**src/rtl/hbwif_word_aligner.sv**
```systemverilog
// Bit-pair word aligner: hunts for SYNC in both bit phases, verifies LOCK_COUNT
// consecutive sync words, then emits one aligned word every WORD_W/2 cycles.
module hbwif_word_aligner #(
  parameter int                 WORD_W     = 8,
  parameter logic [WORD_W-1:0]  SYNC       = WORD_W'(8'hB5),
  parameter int                 LOCK_COUNT = 3
) (
  input  logic              clock,
  input  logic              reset_n,
  input  logic [1:0]        io_rx_data,
  input  logic              io_realign,
  output logic [WORD_W-1:0] io_out_word,
  output logic              io_out_valid,
  output logic              io_out_is_sync,
  output logic              io_locked,
  output logic              io_phase,
  output logic [7:0]        io_sync_count
);

  localparam int              HALF     = WORD_W / 2;
  localparam int              CW       = (HALF > 1) ? $clog2(HALF) : 1;
  localparam logic [CW-1:0]   CYC_LAST = CW'(HALF - 1);
  localparam logic [3:0]      LOCK_N   = 4'(LOCK_COUNT);

  typedef enum logic [1:0] {
    HUNT   = 2'd0,
    VERIFY = 2'd1,
    LOCKED = 2'd2
  } state_t;

  state_t              state_r;
  logic [WORD_W-2:0]   hist_r;
  logic [WORD_W:0]     hist_next_s;
  logic [WORD_W-1:0]   win0_s;
  logic [WORD_W-1:0]   win1_s;
  logic [WORD_W-1:0]   bnd_word_s;
  logic                boundary_s;
  logic                phase_r;
  logic [CW-1:0]       cyc_r;
  logic [3:0]          match_r;
  logic [WORD_W-1:0]   out_word_r;
  logic                out_valid_r;
  logic                out_is_sync_r;
  logic                locked_r;
  logic [7:0]          sync_count_r;

  // Registered history plus the incoming pair form the WORD_W+1-bit search
  // history; [0] arrives before [1], so it lands one position nearer the MSB.
  always_comb begin
    hist_next_s = {hist_r, io_rx_data[0], io_rx_data[1]};
    win0_s      = hist_next_s[WORD_W-1:0];
    win1_s      = hist_next_s[WORD_W:1];
    boundary_s  = (cyc_r == CYC_LAST);
    if (phase_r) begin
      bnd_word_s = win1_s;
    end else begin
      bnd_word_s = win0_s;
    end
  end

  // Alignment FSM with every output registered.
  always_ff @(posedge clock or negedge reset_n) begin
    if (!reset_n) begin
      state_r       <= HUNT;
      hist_r        <= '0;
      phase_r       <= 1'b0;
      cyc_r         <= '0;
      match_r       <= 4'd0;
      out_word_r    <= '0;
      out_valid_r   <= 1'b0;
      out_is_sync_r <= 1'b0;
      locked_r      <= 1'b0;
      sync_count_r  <= 8'd0;
    end else begin
      hist_r        <= hist_next_s[WORD_W-2:0];
      out_valid_r   <= 1'b0;
      out_is_sync_r <= 1'b0;
      if (io_realign) begin
        state_r      <= HUNT;
        locked_r     <= 1'b0;
        match_r      <= 4'd0;
        cyc_r        <= '0;
        sync_count_r <= 8'd0;
      end else begin
        case (state_r)
          HUNT: begin
            if ((win1_s == SYNC) || (win0_s == SYNC)) begin
              phase_r <= (win1_s == SYNC);
              match_r <= 4'd1;
              cyc_r   <= '0;
              if (LOCK_N == 4'd1) begin
                state_r  <= LOCKED;
                locked_r <= 1'b1;
              end else begin
                state_r <= VERIFY;
              end
            end else begin
              match_r <= 4'd0;
            end
          end
          VERIFY: begin
            if (boundary_s) begin
              cyc_r <= '0;
              if (bnd_word_s == SYNC) begin
                match_r <= match_r + 4'd1;
                if ((match_r + 4'd1) == LOCK_N) begin
                  state_r  <= LOCKED;
                  locked_r <= 1'b1;
                end else begin
                  state_r <= VERIFY;
                end
              end else begin
                state_r      <= HUNT;
                match_r      <= 4'd0;
                sync_count_r <= 8'd0;
              end
            end else begin
              cyc_r <= cyc_r + CW'(1);
            end
          end
          LOCKED: begin
            // The lock edge is itself a boundary, so the counter just keeps running.
            if (boundary_s) begin
              cyc_r         <= '0;
              out_word_r    <= bnd_word_s;
              out_valid_r   <= 1'b1;
              out_is_sync_r <= (bnd_word_s == SYNC);
              if ((bnd_word_s == SYNC) && (sync_count_r != 8'hFF)) begin
                sync_count_r <= sync_count_r + 8'd1;
              end else begin
                sync_count_r <= sync_count_r;
              end
            end else begin
              cyc_r <= cyc_r + CW'(1);
            end
          end
          default: begin
            state_r      <= HUNT;
            locked_r     <= 1'b0;
            match_r      <= 4'd0;
            cyc_r        <= '0;
            sync_count_r <= 8'd0;
          end
        endcase
      end
    end
  end

  assign io_out_word    = out_word_r;
  assign io_out_valid   = out_valid_r;
  assign io_out_is_sync = out_is_sync_r;
  assign io_locked      = locked_r;
  assign io_phase       = phase_r;
  assign io_sync_count  = sync_count_r;

endmodule

```
**config.mk**
```make
export PLATFORM = sky130hd
export DESIGN_NAME = hbwif_word_aligner
export DESIGN_NICKNAME = d
export VERILOG_FILES = /design/src/rtl/hbwif_word_aligner.sv
export SDC_FILE = /design/constraint.sdc
export NUM_CORES = 1
export LEC_CHECK = 0
export ABC_CLOCK_PERIOD_IN_PS = 1650
export CAP_MARGIN = 30
export CORE_MARGIN = 1
export CORE_UTILIZATION = 49
export DETAILED_ROUTE_END_ITERATION = 12
export PLACE_DENSITY = 0.75
export SYNTH_ARGS = -nofsm -noshare
export SYNTH_HDL_FRONTEND = slang
export SYNTH_SLANG_ARGS = --single-unit
```
**constraint.sdc**
```tcl
create_clock -name clock -period 1.65 [get_ports clock]
set_clock_uncertainty 0.05 [all_clocks]
set_input_delay 0.33 -clock clock [delete_from_list [all_inputs] [get_ports clock]]
set_output_delay 0.33 -clock clock [all_outputs]
set_load 0.01 [all_outputs]
```
==> results.md <==
* Synth Area in Compound Gates at 16.28%
* Largest net degree at the start of global routing at 36
* Post-synth ARST share at 100.0%
* Synth warn at 0
* CTS sink count at 35
* CP Data Arrival Time at 1910 ps
* Min-Delay Path Class: in -> async
* Gpl congestion at 0.8785
* Die footprint at 4127 um2
* # Max-Cap Violations at 0
* Vias in the first global route at 1765
* Largest family of logic cells by synthesized area: simple AND/OR/NAND/NOR gates
* CP max stage delay at 490 ps
* Total track usage at 26.28%
* Via density at 5.660
* Distinct cells, synth at 49
* Nets at 278
* # setup viols final at 15
* First-pass GRT wire length at 8.176 mm
* Met1 wire length at 2.024 mm
* Port bufs at 24
* Crit path max-delay family: buffers and inverters
* Initial antenna violation count at 0
* Worst vdd rail ir drop at 0.0005235 V
* XOR/XNOR Fraction of Synth Area at 0%
* Util after Layout at 77.00%
* DRC at 0
* I/O pin count at 25
* Worst-path cell chain: clkdlybuf4s50_1, buf_4, nor2_1, nand4_1, o211ai_1, buf_4, nor4_1, a211o_1
* 1st-pass router iterations at 4
* Top_reg_cell synth: dfrtp_1
* Met3 Wirelength at 157 um
* Die X at 64.24 um
* Area added between synthesis and finish at 49.64%
* Yosys reg bits at 35
* Chip height at 64.24 um
* Setup crit start kind: primary input
* Status: complete, but fails checks
* Routed Antenna Nets at 0
* Final Power at 0.002277 W
* Clock latency at the later pin of the worst-skew pair at 290 ps
* Vias at 1783
* Sequential element share of the synthesized area at 46.14%
* Sw frac at 29.57%
* Slowest cell on crit path: clkdlybuf4s50_1
* RSZ-0062 raised after global routing: true
* CTS root buffer: clkbuf_8
* HPWL Detailed at 3.434 mm
* EDFF count, synth at 0
* Cell mode on critical path: buf_4
* Count of final hold-check violations at 0
* Core Area at 3689 um2
* Final min period at 1779 ps
* Fillers at 236
* CTS tree: built
* Internal at 0.001604 W
* CTS Buffer Depth at 2
* Setup WS pre-CTS at -504.0 ps
* Antenna diodes at 0
* Period utilization at 107.8%
* Worst relative slew slack at 80.50%
* Tightest Pin Transition at 290.3 ps
* Number of CTS-inserted buffers at 5
* Max Clk Rate at 562.1 MHz
* Post-synthesis mux area share at 5.999%
* Syn avg cell area at 10.15 um2
* Setup ws final at -128.9 ps
* DR WL/cell at 16.13 um
* Post-Synth Adder-Cell Area at 4.614%
* Fraction of layout cells with a size suffix above 1 at 35.58%
* Initial Util at 51.46%
* Sequential Power Share at 40.6%
* Share of total power in the clock network at 29.5%
* Final Max Tran Viols at 0
* Logic pwr share at 30.0%
* Clock transition at the registers of the reported paths at 70 ps
* Std-Cell Rows at 22
* Pwr dens at 801.7 nW/um2
* Commonest non-fill, non-tap cell in the layout: buf_4
* Worst Path Required at 1780 ps
* CP Capture Type: register
* Net Switching at 0.0006733 W
* CP Buf/Inv Count at 3
* Synthesized cell area at 1898 um2
* H-tree depth at 2
* DR top layer: met4
* Detailed Route WL at 5.081 mm
* Initial DRC Count at 103
* Crit path kind: in -> reg
* Max FO, Critical Path at 5
* Grt total ovfl at 0
* Synthesized instance count at 187
* Failing checks: setup timing
* Synth Net Count at 199
* Leakage at 1.398 nW
* Simple-gate area share of the yosys netlist at 23.93%
* Most frequent cells in the layout: 50 x buf_4, 34 x dfrtp_1, 20 x nand2_1
* Met2 wire length at 2.837 mm
-- worst reg2reg max path: stages (launching register included) --
cell,delay [ps]
dfrtp_1,430
inv_2,100
ha_4,140
buf_4,110
nand3_1,110
o211ai_1,220
buf_4,190
nor4_1,50
a211o_1,270
-- synth_stat cells (3+ instances only) --
master     n  share of area (%)
nand2_1   22                4.4
mux2_2     3                1.8
clkbuf_1   3               0.59
nand3_1    5                1.3
a211o_1    6                2.8
o211a_1    3                1.6
ha_1       7                4.6
inv_1      8                1.6
nor2b_1    4                1.3
nor3_1     6                1.6
nor4b_1    4                1.8
nor4_1     3               0.99
mux2i_1    8                4.2
dfrtp_1   35                 46
nand4_1    3               0.99
o21ai_0   17                4.5
nor2_1    11                2.2
-- through the flow --
stage / area (um2) / cells / TNS (ps) / hold WS, ps
2_1_floorplan: 1926 / 187 / -144.3 / -15.59
3_3_place_gp: 2501 / 294 / -6527 / 410.2
3_5_place_dp: 2501 / 294 / -7504 / 429.6
4_1_cts: 2719 / 307 / -641.9 / 362.0
5_1_grt: 2840 / 315 / -2449 / 378.8
6_report: 2840 / 315 / -1118 / 361.3
-- kinds of logic (layout without fill, tap and decap cells) --
| family | Yosys count | count (layout) |
|---|---|---|
| mux | 11 | 11 |
| buf+inv | 13 | 93 |
| simple gates | 77 | 77 |
| compound gates | 44 | 44 |
| fa+ha+maj | 7 | 7 |
| flops | 35 | 35 |
-- power by group through the flow --
stage | logic [W] | clock network, W | registers, W
final | 0.000683 | 0.000671 | 0.000924
after global placement | 0.000503 | 0 | 0.000934
after detailed placement | 0.000525 | 0 | 0.000937
after global routing | 0.000741 | 0.000706 | 0.000925
after floorplan | 0.000253 | 0 | 0.000934
after CTS | 0.000604 | 0.000687 | 0.000917
-- final timing paths --
| check | cells past startpoint | slack (ps) | start | endpoint |
|---|---|---|---|---|
| max in group asynchronous | 2 | 1000 | reset_n | io_phase$_DFFE_PN0P_ |
| max reg2reg | 8 | -130 | state_r[1]$_DFFE_PN0P_ | io_sync_count[0]$_DFFE_PN0P_ |
| min | 2 | 360 | reset_n | io_out_is_sync$_DFF_PN0_ |
| min in group clock | 2 | 380 | io_rx_data[1] | hist_r[0]$_DFF_PN0_ |
| max | 8 | -130 | io_realign | io_sync_count[0]$_DFFE_PN0P_ |
| min reg2reg | 2 | 440 | io_out_word[3]$_DFFE_PN0P_ | io_out_word[3]$_DFFE_PN0P_ |
-- layer usage --
layer / GRT usage [%] / up-vias
met2: 47.76 / 31
met1: 30.25 / 896
met3: 6.071 / 8
li1: - / 848
met4: 8.056 / 0
met5: 0 / -
-- what timing repair did --
| action | in CTS | in global routing |
|---|---|---|
| gates resized for setup | 28 | 17 |
| hold buffers | 0 | 0 |
| setup buffers | 5 | 8 |
| gates cloned | 0 | 0 |
| setup endpoints to repair | 24 | 20 |
| pin swaps | 8 | 9 |
-- state kept, by name, summed over array words and instances (netlist names) --
signal and count:
state_r 2, cyc_r 2, io_out_valid 1, io_sync_count 8
io_locked 1, io_out_is_sync 1, io_phase 1, io_out_word 8
match_r 4, hist_r 7
-- final cells by class --
| class | count | area [um2] | share of cell area [%] |
|---|---|---|---|
| flip-flops and latches | 35 | 877.1 | 30.88 |
| clock inverters | 2 | 16.27 | 0.5727 |
| clock buffers | 6 | 82.58 | 2.907 |
| well taps | 48 | 60.06 | 2.115 |
| multi-input cells | 139 | 1120 | 39.43 |
| inverters | 8 | 30.03 | 1.057 |
| repair buffers | 77 | 654.4 | 23.04 |
(Power assumes the default switching activity.)
